[src/rtl/btn_toggle_driver.sv]
// Push-button front-end: synchronizes and debounces a raw button, then emits
// one-cycle D pulses per accepted press and a one-cycle CLR pulse on long hold.
module btn_toggle_driver #(
   parameter int DB_CYCLES   = 4,
   parameter int HOLD_CYCLES = 8
) (
   input  logic clk,
   input  logic RST,
   input  logic btn_in,
   output logic D,
   output logic CLR,
   output logic btn_level
);

   localparam int DB_W   = $clog2(DB_CYCLES) + 1;
   localparam int HOLD_W = $clog2(HOLD_CYCLES) + 1;
   localparam logic [DB_W-1:0]   DB_LAST   = DB_W'(DB_CYCLES - 1);
   localparam logic [HOLD_W-1:0] HOLD_LAST = HOLD_W'(HOLD_CYCLES - 1);

   typedef enum logic [2:0] {
      IDLE,
      DB_PRESS,
      PRESSED,
      HELD,
      DB_RELEASE
   } state_t;

   state_t              r_state;
   logic                r_s0;
   logic                r_s1;
   logic [DB_W-1:0]     r_db_cnt;
   logic [HOLD_W-1:0]   r_hold_cnt;
   logic                r_d;
   logic                r_clr;
   logic                r_level;
   logic                w_btn_s;

   assign w_btn_s = r_s1;

   // NOTE: sequential state uses non-blocking assignments so every flop samples pre-edge values.
   always_ff @(posedge clk) begin
      if (RST) begin
         r_s0 <= 1'b0;
         r_s1 <= 1'b0;
      end else begin
         r_s0 <= btn_in;
         r_s1 <= r_s0;
      end
   end

   always_ff @(posedge clk) begin
      if (RST) begin
         r_state    <= IDLE;
         r_db_cnt   <= '0;
         r_hold_cnt <= '0;
         r_d        <= 1'b0;
         r_clr      <= 1'b0;
         r_level    <= 1'b0;
      end else begin
         // Pulses default low so any assertion lasts exactly one clock.
         r_d   <= 1'b0;
         r_clr <= 1'b0;
         case (r_state)
            IDLE: begin
               if (w_btn_s) begin
                  r_state  <= DB_PRESS;
                  r_db_cnt <= '0;
               end
            end
            DB_PRESS: begin
               if (!w_btn_s) begin
                  r_state <= IDLE;
               end else if (r_db_cnt == DB_LAST) begin
                  r_state    <= PRESSED;
                  r_hold_cnt <= '0;
                  r_d        <= 1'b1;
                  r_level    <= 1'b1;
               end else begin
                  r_db_cnt <= r_db_cnt + DB_W'(1);
               end
            end
            PRESSED: begin
               if (!w_btn_s) begin
                  r_state  <= DB_RELEASE;
                  r_db_cnt <= '0;
               end else if (r_hold_cnt == HOLD_LAST) begin
                  r_state <= HELD;
                  r_clr   <= 1'b1;
               end else begin
                  r_hold_cnt <= r_hold_cnt + HOLD_W'(1);
               end
            end
            HELD: begin
               if (!w_btn_s) begin
                  r_state  <= DB_RELEASE;
                  r_db_cnt <= '0;
               end
            end
            DB_RELEASE: begin
               // A release bounce lands in HELD: no new D, and hold timing is over.
               if (w_btn_s) begin
                  r_state <= HELD;
               end else if (r_db_cnt == DB_LAST) begin
                  r_state <= IDLE;
                  r_level <= 1'b0;
               end else begin
                  r_db_cnt <= r_db_cnt + DB_W'(1);
               end
            end
            default: begin
               r_state <= IDLE;
               r_level <= 1'b0;
            end
         endcase
      end
   end

   assign D         = r_d;
   assign CLR       = r_clr;
   assign btn_level = r_level;

endmodule

[config.mk]
export PLATFORM = sky130hd
export DESIGN_NAME = btn_toggle_driver
export DESIGN_NICKNAME = d
export VERILOG_FILES = /design/src/rtl/btn_toggle_driver.sv
export SDC_FILE = /design/constraint.sdc
export NUM_CORES = 1
export LEC_CHECK = 0
export CORE_ASPECT_RATIO = 0.75
export CORE_MARGIN = 2
export CORE_UTILIZATION = 30
export CTS_BUF_LIST = sky130_fd_sc_hd__clkbuf_2 sky130_fd_sc_hd__clkbuf_4 sky130_fd_sc_hd__clkbuf_8
export CTS_CLUSTER_SIZE = 16
export DETAILED_ROUTE_END_ITERATION = 8
export PLACE_DENSITY = 0.51
export SYNTH_ARGS = -nofsm -noshare
export SYNTH_HDL_FRONTEND = slang
export SYNTH_SLANG_ARGS = --single-unit
[constraint.sdc]
create_clock -name clk -period 2.85 [get_ports clk]
set_clock_uncertainty 0.2 [all_clocks]
set_input_delay 0.57 -clock clk [delete_from_list [all_inputs] [get_ports clk]]
set_output_delay 0.57 -clock clk [all_outputs]
set_load 0.02 [all_outputs]
==> summary.md, run 1 <==
| Metric | Value |
|---|---|
| Outcome | complete, no violations |
| Non-filler instance count after layout | roughly 130 |
| Required time at the endpoint of the critical path | between 2000 and 2500 ps |
| Primary flip-flop cell chosen by synthesis mapping | dfxtp_1 |
| Sort of element at the start of the critical path | register |
| Clock input transition at the sequential cells of the worst setup and hold paths | ~90 ps |
| Cell type with the highest aggregate area in the netlist | dfxtp_1 |
| Fraction of final layout cells with drive strength greater than 1 | about a tenth |
| Synthesized area per cell | about 9 µm² |
| Most frequent cell after synthesis | dfxtp_1 |
| Maxcap violations | 0 |
| PostCTS Resize Cnt | 0 |
| Count of mapped cells out of synthesis | 86 |
| TritonCTS clock tree | done |
| Count of buffers added by post-CTS timing repair for setup | 0 |
| Fin area | between 800 and 900 µm² |
| Core Region | 0.00236 mm² |
| Nets | a little under 100 |
| Wire length per cell | between 10 and 15 µm |
| Worst slew pin tran | around 550 ps |
| Hold crit path type | register to register |
| Clock tree sinks | 15 |
| Post-DP Area | about 840 µm² |
| Post-Syn Area | approximately 770 µm² |
| Die area | about 0.003 mm² |
| Worst-case hold slack | roughly 250 ps |
| Die Height | 47.9 µm |
| Final Util | ~37% |
| Number of nets produced by synthesis | between 90 and 100 |
| DR DRC count | 0 |
| Hold Fails Final Rpt | 0 |
| Global-route wire length before repair | 2620 µm |
| Via total after detailed routing | 622 |
| # placed instances | 122 |
| Maximum count of clock buffers along a single path | 2 |
| Met2 usage | roughly 17% |
| RePlAce Congestion | 0.762 |
| Static leakage | 0.331 nW |
| Cell family with most CP delay | buffers and inverters |
| Number of nets still failing antenna checks after routing | 0 |
| Share of the clock period used by the worst path after layout | a little under three quarters |
| Most frequent cells after synthesis | dfxtp_1 (15), nor2_1 (7), nand2_1 (6) |
| Syn-to-layout area delta | 12.0% |
| DRC violation total after the first TritonRoute iteration | 26 |
| Initial cell density of the core | 32.6% |
| Worst IR Drop VDD | 0.000227 V |
| Achievable frequency | a little under 0.5 GHz |
| Highest fanout seen on the critical path | 3 |
| Pre-CTS worst setup slack | 754 ps |
| Number of H-tree branching levels | 1 |
| Antenna diode instance count | 0 |
| Sequence of cells on the critical path | clkdlybuf4s50_1 |
| Setup WS post-layout | just over 800 ps |
| Pre-antenna DRT Iters | 4 |
| Met3 track utilization from global routing | between 4 and 5% |
| GR Overflow Total | 0 |
| Tot Pwr | between 0.3 and 0.4 mW |
| Slew Limit Headroom | 63.3% |
| Number of distinct standard cells referenced by the synthesized netlist | 36 |
| Number of core rows | 15 |
| Start-to-end type of the worst setup path | register to output port |
| Register-to-register path setup slack | slightly below 900 ps |
| Skew-Pair Late Insertion Delay | 290 ps |
| Root buf cell | clkbuf_4 |
| Top-level I/O count | 6 |
| Largest net degree at the start of global routing | 18 |
| CP max-delay cell | clkdlybuf4s50_1 |
| Most crowded layer after global routing | met2 |
| Arrival time at the worst endpoint | about 1300 ps |
| Total Wirelength | 1460 µm |
| Final setup violation count | 0 |
| Met1 track utilization from global routing | between 15 and 20% |
| Crit. End Element | output port |
| Area share of the leading cell type in the synthesized netlist | approximately 40% |
| Register area share after synthesis | 39.0% |
| Seq cells post-synth | 15 |
| Delay of the slowest cell on the worst path | around 610 ps |
| Unrepaired setup endpoints after global routing | false |
| Post-synth EDFFs | 0 |
| Ratio of total power to cell area | ~420 mW/mm² |
| Number of max-slew violations in the final report | 0 |
| Warnings from Yosys | 0 |
| Final HPWL DP | between 1000 and 1500 µm |
| Antenna violations before repair | 0 |
| Number of global-route vias before repair | about 580 |
| Width of the chip | roughly 63 µm |
| GRT Overall Usage | roughly an eighth |
| Total buffers and inverters traversed by the critical path | 1 |
| Share of synthesized registers carrying an async set or reset | 0% |
| Number of port buffers | 5 |
| Sum Neg Setup Slack | 0 ps |
| Ratio of routed vias to standard cells | 4.94 |
| Cells taking the most area after synthesis | dfxtp_1 (39%), ha_1 (4.9%), nor2_1 (3.4%), nand2b_1 (3.2%), buf_6 (2.9%) |
| Hold Buf Count CTS | 0 |
| Cts bufs inserted | 3 |
| Final min period | slightly above 2000 ps |
[registers in the layout (all words and copies together), names as in the netlist]
| register | flops |
|---|---|
| D | 1 |
| r_s1 | 1 |
| r_s0 | 1 |
| r_state | 3 |
| r_hold_cnt | 4 |
| btn_level | 1 |
| CLR | 1 |
| r_db_cnt | 3 |
[final cells by class]
cell class                 count  area (µm²)
clock buffer                   3        22.5
clock inverter                 1        5.00
fill                         261        1500
inverter                       5        18.8
multi-input combinational     62         417
sequential                    15         300
tap                           34        42.5
timing repair buffer           6        57.6
[layout by cell type (no fill, tap or decap), types with 2 or more instances in the layout]
master / netlist / final
a21oi_1: 4 / 4
and3_1: 2 / 2
and3b_1: 2 / 2
clkbuf_4: 0 / 3
clkdlybuf4s50_1: 0 / 5
dfxtp_1: 15 / 15
ha_1: 3 / 3
inv_1: 4 / 4
mux2i_1: 2 / 2
nand2_1: 6 / 6
nand2b_1: 4 / 4
nand3_1: 3 / 3
nor2_1: 7 / 7
nor2b_1: 2 / 2
nor3_1: 4 / 4
nor3b_1: 3 / 3
o21ai_0: 2 / 2
o21ai_1: 2 / 2
[logic make-up (layout without fill, tap and decap cells)]
family / count (synthesis) / count (layout) / synth area share (%)
and+or+nand+nor: 39 / 39 / 29.4
AOI/OAI and AO/OA: 16 / 16 / 14.6
DFF: 15 / 15 / 39.0
buffers and inverters: 9 / 15 / 6.98
adders and majority gates: 3 / 3 / 4.87
muxes: 3 / 3 / 4.06
xor gates and xnor gates: 1 / 1 / 1.14
[final timing paths]
check / startpoint / endpoint / cells after the start
hold / removal: r_s0$_SDFF_PP0_ / r_s1$_SDFF_PP0_ / 1
hold reg to reg: r_s0$_SDFF_PP0_ / r_s1$_SDFF_PP0_ / 1
setup reg to reg: r_db_cnt[0]$_SDFFE_PP0P_ / r_hold_cnt[3]$_SDFFE_PP0P_ / 6
setup / recovery: btn_level$_SDFFE_PP0P_ / btn_level / 1
[per-layer routing]
metal | share of wire, % | routed length (µm)
met3 | 5.8 | 84
met4 | 1.9 | 27
met5 | 0 | 0
met1 | 53 | 766
met2 | 40 | 577
[report_power, final]
group	switching (mW)	leakage (nW)	internal, mW
Clock	0.0728	0.0177	0.0522
Sequential	0.00350	0.121	0.213
Combinational	0.0101	0.192	0.0110
No activity file was read; power rests on OpenSTA's default activity.
==> inputs of run 2 (changes only) <==
Settings changed: PLACE_DENSITY 0.51 to 0.52.
Clock period 2.85 ns to 1.8 ns, I/O delays scaled along.
==> run 2 against run 1 <==
Die area unchanged. Via count increased by 0.64%. Sequential power increased by 58%. Register-to-register slack got worse by 810 ps. Final cell count increased by 5.6%. Sequential share of layout area decreased by 2.7 points. Wire length decreased by 0.27%. Combinational power increased by 52%. Global-route usage decreased by 0.17 points. Core utilization increased by 3.4 points. Worst hold slack got worse by 8.4 ps. Clock power increased by 64%. Critical endpoint is now D.
==> summary.md, run 2 (synthesized netlist as in run 1, its figures left out) <==
| Metric | Value |
|---|---|
| Initial cell density of the core | 32.6% (unchanged) |
| Core Region | 0.00236 mm² (unchanged) |
| Final setup violation count | 0 (unchanged) |
| DR DRC count | 0 (unchanged) |
| Final HPWL DP | 1060 µm (+2.6%) |
| Post-DP Area | 866 µm² (+3.6%) |
| Number of H-tree branching levels | 1 (unchanged) |
| Met2 usage | 17.8% (+0.43 points) |
| Highest fanout seen on the critical path | 1 (-2) |
| Outcome | complete, no violations |
| Width of the chip | 62.5 µm (unchanged) |
| CP max-delay cell | clkdlybuf4s50_1 |
| Fin area | 945 µm² (+9.4%) |
| Ratio of routed vias to standard cells | 4.71 (-4.7%) |
| Fraction of final layout cells with drive strength greater than 1 | 20.2% (+10 points) |
| Largest net degree at the start of global routing | 13 (-5) |
| Achievable frequency | around 0.57 GHz |
| Number of max-slew violations in the final report | 0 (unchanged) |
| Antenna diode instance count | 0 (unchanged) |
| Number of core rows | 15 (unchanged) |
| Nets | 106 (+7.1%) |
| Non-filler instance count after layout | 133 (+5.6%) |
| Total Wirelength | 1450 µm (-0.27%) |
| Number of port buffers | 5 (unchanged) |
| GRT Overall Usage | 11.6% (-0.17 points) |
| Static leakage | 0.371 nW (+12%) |
| Worst IR Drop VDD | 0.000427 V (+88%) |
| Hold Buf Count CTS | 0 (unchanged) |
| RePlAce Congestion | 0.829 (+8.8%) |
| Total buffers and inverters traversed by the critical path | 1 (unchanged) |
| Final min period | around 1700 ps |
| Crit. End Element | output port |
| Slew Limit Headroom | 73.7% (+10 points) |
| Pre-antenna DRT Iters | 4 (unchanged) |
| Worst-case hold slack | 241 ps (-8.42 ps) |
| Global-route wire length before repair | 2570 µm (-1.9%) |
| Hold Fails Final Rpt | 0 (unchanged) |
| Syn-to-layout area delta | 22.6% |
| Setup WS post-layout | 54.9 ps (-766 ps) |
| Sum Neg Setup Slack | 0 ps (unchanged) |
| Layout fillers | 250 (-4.2%) |
| Most common cell after layout, fill and taps aside | dfxtp_1 |
| Maxcap violations | 0 (unchanged) |
| Clock input transition at the sequential cells of the worst setup and hold paths | 90 ps (about the same) |
| Via total after detailed routing | 626 (+0.64%) |
| Biggest register | r_hold_cnt |
| Skew-Pair Late Insertion Delay | 280 ps (about the same) |
| # placed instances | 126 (+3.3%) |
| Cell family with most CP delay | buffers and inverters |
| Die area | 0.00299 mm² (unchanged) |
| Number of global-route vias before repair | 574 (-1.4%) |
| Top-level I/O count | 6 (unchanged) |
| TritonCTS clock tree | done |
| Clock tree sinks | 15 (unchanged) |
| Maximum count of clock buffers along a single path | 2 (unchanged) |
| Worst slew pin tran | 394 ps (-156 ps) |
| Share of the clock period used by the worst path after layout | a little over nine tenths |
| Root buf cell | clkbuf_4 |
| Met1 track utilization from global routing | 14.8% (-0.44 points) |
| Number of nets still failing antenna checks after routing | 0 (unchanged) |
| Wire length per cell | 10.9 µm (-5.5%) |
| Cts bufs inserted | 3 (unchanged) |
| Highest-count cells in the layout ignoring fill and taps | dfxtp_1 (13), buf_4 (8), nor2_1 (7) |
| Pre-CTS worst setup slack | -81.1 ps (-835 ps) |
| Die Height | 47.9 µm (unchanged) |
| Registers with the highest flip-flop counts | r_hold_cnt (4), r_db_cnt (3), r_state (3) |
| GR Overflow Total | 0 (unchanged) |
| Met3 track utilization from global routing | 5.18% (+0.94 points) |
| DRC violation total after the first TritonRoute iteration | 32 (+23%) |
| Arrival time at the worst endpoint | 1190 ps (-70 ps) |
| Required time at the endpoint of the critical path | 1240 ps (-840 ps) |
| Sequence of cells on the critical path | clkdlybuf4s50_1 |
| Ratio of total power to cell area | 612 mW/mm² (+46%) |
| Start-to-end type of the worst setup path | register to output port |
| Most crowded layer after global routing | met2 |
| Flip-flop count of the largest register after layout | 4 (unchanged) |
| Hold crit path type | register to register |
| Antenna violations before repair | 0 (unchanged) |
| Delay of the slowest cell on the worst path | 590 ps (-20 ps) |
| Sort of element at the start of the critical path | register |
## run 2: through the flow
step | utilization (%) | total power, mW
after floorplan | - | 0.371
after global placement | 36.6 | 0.383
after detailed placement | 36.6 | 0.383
after CTS | 38.3 | 0.591
after global routing | 39.9 | 0.614
final | 39.9 | 0.578
## run 2: final timing paths
| check | startpoint | to | slack, ps | depth (start not counted) |
|---|---|---|---|---|
| worst max-delay path | D$_SDFF_PP0_ | D | 50 | 1 |
| worst min-delay path | r_s0$_SDFF_PP0_ | r_s1$_SDFF_PP0_ | 240 | 1 |
| worst max register to register | r_db_cnt[0]$_SDFFE_PP0P_ | r_hold_cnt[3]$_SDFFE_PP0P_ | 70 | 6 |
| worst min register to register | r_s0$_SDFF_PP0_ | r_s1$_SDFF_PP0_ | 240 | 1 |
## run 2: timing repair
item                       CTS  global route
setup buffers                1             2
gates resized for setup      3             4
pin swaps                    1             3
setup endpoints to repair    2             5
## run 2: where the power goes
group / switching, mW / internal (mW)
Combinational: 0.0161 / 0.0158
Clock: 0.104 / 0.101
Sequential: 0.00548 / 0.336
## run 2: final cells by class
| cell class | count | area [µm²] | area share, % |
|---|---|---|---|
| timing repair buffer | 13 | 109 | 11.5 |
| multi-input combinational | 62 | 442 | 46.8 |
| clock buffer | 4 | 30.0 | 3.18 |
| sequential | 15 | 303 | 32.1 |
| inverter | 5 | 18.8 | 1.99 |
| tap | 34 | 42.5 | 4.50 |
## run 2: layer usage
| layer | share of wire [%] | wire [µm] |
|---|---|---|
| met1 | 52 | 754 |
| met2 | 42 | 616 |
| met3 | 4.7 | 68 |
| met4 | 0.89 | 13 |
| met5 | 0 | 0 |
==> inputs of run 3 (changes only) <==
Settings changed: CELL_PAD_IN_SITES_DETAIL_PLACEMENT set to 1, CELL_PAD_IN_SITES_GLOBAL_PLACEMENT set to 1, PLACE_DENSITY 0.52 to 0.63.
==> run 3 against run 2 <==
Clock power rose by 3%. Die area did not move. Non-clock buffer count rose by 2. Cell area rose by 2.1%. Final cell count rose by 1.5%. Maximum frequency rose by 3.5%. Sequential cell count did not move. Critical path type is now register to register.
==> summary.md, run 3 (synthesized netlist as in run 1, its figures left out) <==
| Metric | Value |
|---|---|
| Crit. End Element | register |
| # placed instances | 129 (+2.4%) |
| Achievable frequency | 0.593 GHz (+3.5%) |
| Die Height | 47.9 µm (unchanged) |
| Fin area | 965 µm² (+2.1%) |
| Wire length per cell | 12.5 µm (+14%) |
| Slew Limit Headroom | 75.0% (+1.3 points) |
| Combinational Power Share | 5.9% (+0.4 points) |
| Setup WS post-layout | 114 ps (+59.4 ps) |
| Hold crit path type | register to register |
| GR Overflow Total | 0 (unchanged) |
| Static leakage | 0.420 nW (+13%) |
| Cts bufs inserted | 3 (unchanged) |
| Clock input transition at the sequential cells of the worst setup and hold paths | 90 ps (about the same) |
| Maxcap violations | 0 (unchanged) |
| Antenna violations before repair | 0 (unchanged) |
| Final Util | 40.8% (+0.85 points) |
| DR DRC count | 0 (unchanged) |
| Biggest register | r_hold_cnt |
| Final setup violation count | 0 (unchanged) |
| Number of nets still failing antenna checks after routing | 0 (unchanged) |
| Ratio of total power to cell area | 609 mW/mm² (-0.57%) |
| Pre-CTS worst setup slack | -93.1 ps (-12.0 ps) |
| Maximum count of clock buffers along a single path | 2 (unchanged) |
| Top-level I/O count | 6 (unchanged) |
| Most common cell after layout, fill and taps aside | dfxtp_1 |
| Final HPWL DP | 1270 µm (+19%) |
| Tot Pwr | 0.587 mW (+1.5%) |
| Fraction of final layout cells with drive strength greater than 1 | 21.8% (+1.6 points) |
| Number of global-route vias before repair | 643 (+12%) |
| Via total after detailed routing | 647 (+3.4%) |
| Largest net degree at the start of global routing | 13 (unchanged) |
| Clock tree sinks | 15 (unchanged) |
| Hold Fails Final Rpt | 0 (unchanged) |
| Internal power of the cells | 0.455 mW (+0.30%) |
| GRT Overall Usage | 12.9% (+1.3 points) |
| Highest fanout seen on the critical path | 3 (+2) |
| Post-DP Area | 888 µm² (+2.6%) |
| Unrepaired setup endpoints after global routing | false |
| Skew-Pair Late Insertion Delay | 280 ps (about the same) |
| Arrival time at the worst endpoint | 1670 ps (+480 ps) |
| Switching part of the total power | 22.6% (+0.96 points) |
| Switching power summed over all nets | 0.133 mW (+6.0%) |
| Most repeated library cell on the critical path | ha_4 |
| Flip-flop count of the largest register after layout | 4 (unchanged) |
| Area occupied by multi-input gates | 442 µm² (unchanged) |
| Initial cell density of the core | 32.6% (unchanged) |
| Required time at the endpoint of the critical path | 1780 ps (+540 ps) |
| Pre-antenna DRT Iters | 4 (unchanged) |
| Syn-to-layout area delta | 25.2% |
| Worst IR Drop VDD | 0.000205 V (-52%) |
| Outcome | complete, no violations |
| Core Region | 0.00236 mm² (unchanged) |
| Root buf cell | clkbuf_4 |
| Sequence of cells on the critical path | ha_4 -> ha_4 -> nand4b_1 -> o22ai_2 -> nor2_2 -> a221o_1 |
| Total Wirelength | 1680 µm (+16%) |
| Registers with the highest flip-flop counts | r_hold_cnt (4), r_db_cnt (3), r_state (3) |
| Non-filler instance count after layout | 135 (+1.5%) |
| Worst-case hold slack | 256 ps (+14.4 ps) |
| Number of max-slew violations in the final report | 0 (unchanged) |
| Die area | 0.00299 mm² (unchanged) |
| Start-to-end type of the worst setup path | register to register |
| Nets | 108 (+1.9%) |
| Number of core rows | 15 (unchanged) |
| Antenna diode instance count | 0 (unchanged) |
| Highest-count cells in the layout ignoring fill and taps | dfxtp_1 (13), buf_4 (10), nor2_1 (7) |
| Delay of the slowest cell on the worst path | 370 ps (-220 ps) |
| Part of the total power dissipated in the clock network | 36.0% (+0.6 points) |
| Sum Neg Setup Slack | 0 ps (unchanged) |
| Number of H-tree branching levels | 1 (unchanged) |
| Worst slew pin tran | 374 ps (-19.5 ps) |
| RePlAce Congestion | 0.759 (-8.4%) |
| Sort of element at the start of the critical path | register |
| Share of the clock period used by the worst path after layout | 93.7% (-3.3 points) |
| Final min period | 1690 ps (-59.4 ps) |
| Width of the chip | 62.5 µm (unchanged) |
| Global-route wire length before repair | 2990 µm (+16%) |
| CP max-delay cell | dfxtp_2 |
| Register-to-register path setup slack | 110 ps (+40 ps) |
| DRC violation total after the first TritonRoute iteration | 4 (-88%) |
| Layout fillers | 305 (+22%) |
| Reg power frac | 58.1% (-1.0 points) |
| TritonCTS clock tree | done |
| Hold Buf Count CTS | 0 (unchanged) |
| Ratio of routed vias to standard cells | 4.79 (+1.8%) |
| Register area | 303 µm² (unchanged) |
| Number of port buffers | 5 (unchanged) |
-- run 3: changes by cell type in the layout (fill, tap and decap cells not counted), sizes merged --
cell,delta
buf,+2
clkdlybuf4s50,-2
dlymetal6s2s,+2
-- run 3: final timing paths --
kind	end	from	cells after the start
setup reg to reg	r_hold_cnt[3]$_SDFFE_PP0P_	r_db_cnt[0]$_SDFFE_PP0P_	6
setup / recovery	r_hold_cnt[3]$_SDFFE_PP0P_	r_db_cnt[0]$_SDFFE_PP0P_	6
hold reg to reg	r_s1$_SDFF_PP0_	r_s0$_SDFF_PP0_	1
hold / removal	r_s1$_SDFF_PP0_	r_s0$_SDFF_PP0_	1
-- run 3: metal layers --
layer,GRT usage (%),share of wire [%]
met1,16.3,55
met2,22.2,42
met3,4.24,3.2
met4,2.67,0.36
met5,0,0
-- run 3: power groups by stage --
stage                     registers [mW]  clock network (mW)  logic (mW)
final                              0.341               0.211      0.0346
after global routing               0.342               0.239      0.0382
after CTS                          0.341               0.221      0.0346
after detailed placement           0.349                   0      0.0356
after global placement             0.349                   0      0.0353
after floorplan                    0.350                   0      0.0208
-- run 3: worst max-delay path: cells and delay by family, from the launching register on --
kind,cells,cell delay (ps)
flip-flops,1,370
adder cells (fa/ha/maj),2,280
AO/OA/AOI/OAI,2,520
AND/OR/NAND/NOR,2,210
-- run 3: area by class of cell --
type,count,share of cell area (%)
repair buffers,15,13.4
well taps,34,4.41
flip-flops and latches,15,31.4
clock buffers,4,3.11
multi-input cells,62,45.8
inverters,5,1.95
-- run 3: timing repair --
item | 4_1_cts | 5_1_grt
setup endpoints to repair | 2 | 3
buffers inserted | 2 | 0
cloned | 0 | 0
resized for setup | 6 | 3
pin swaps | 2 | 2
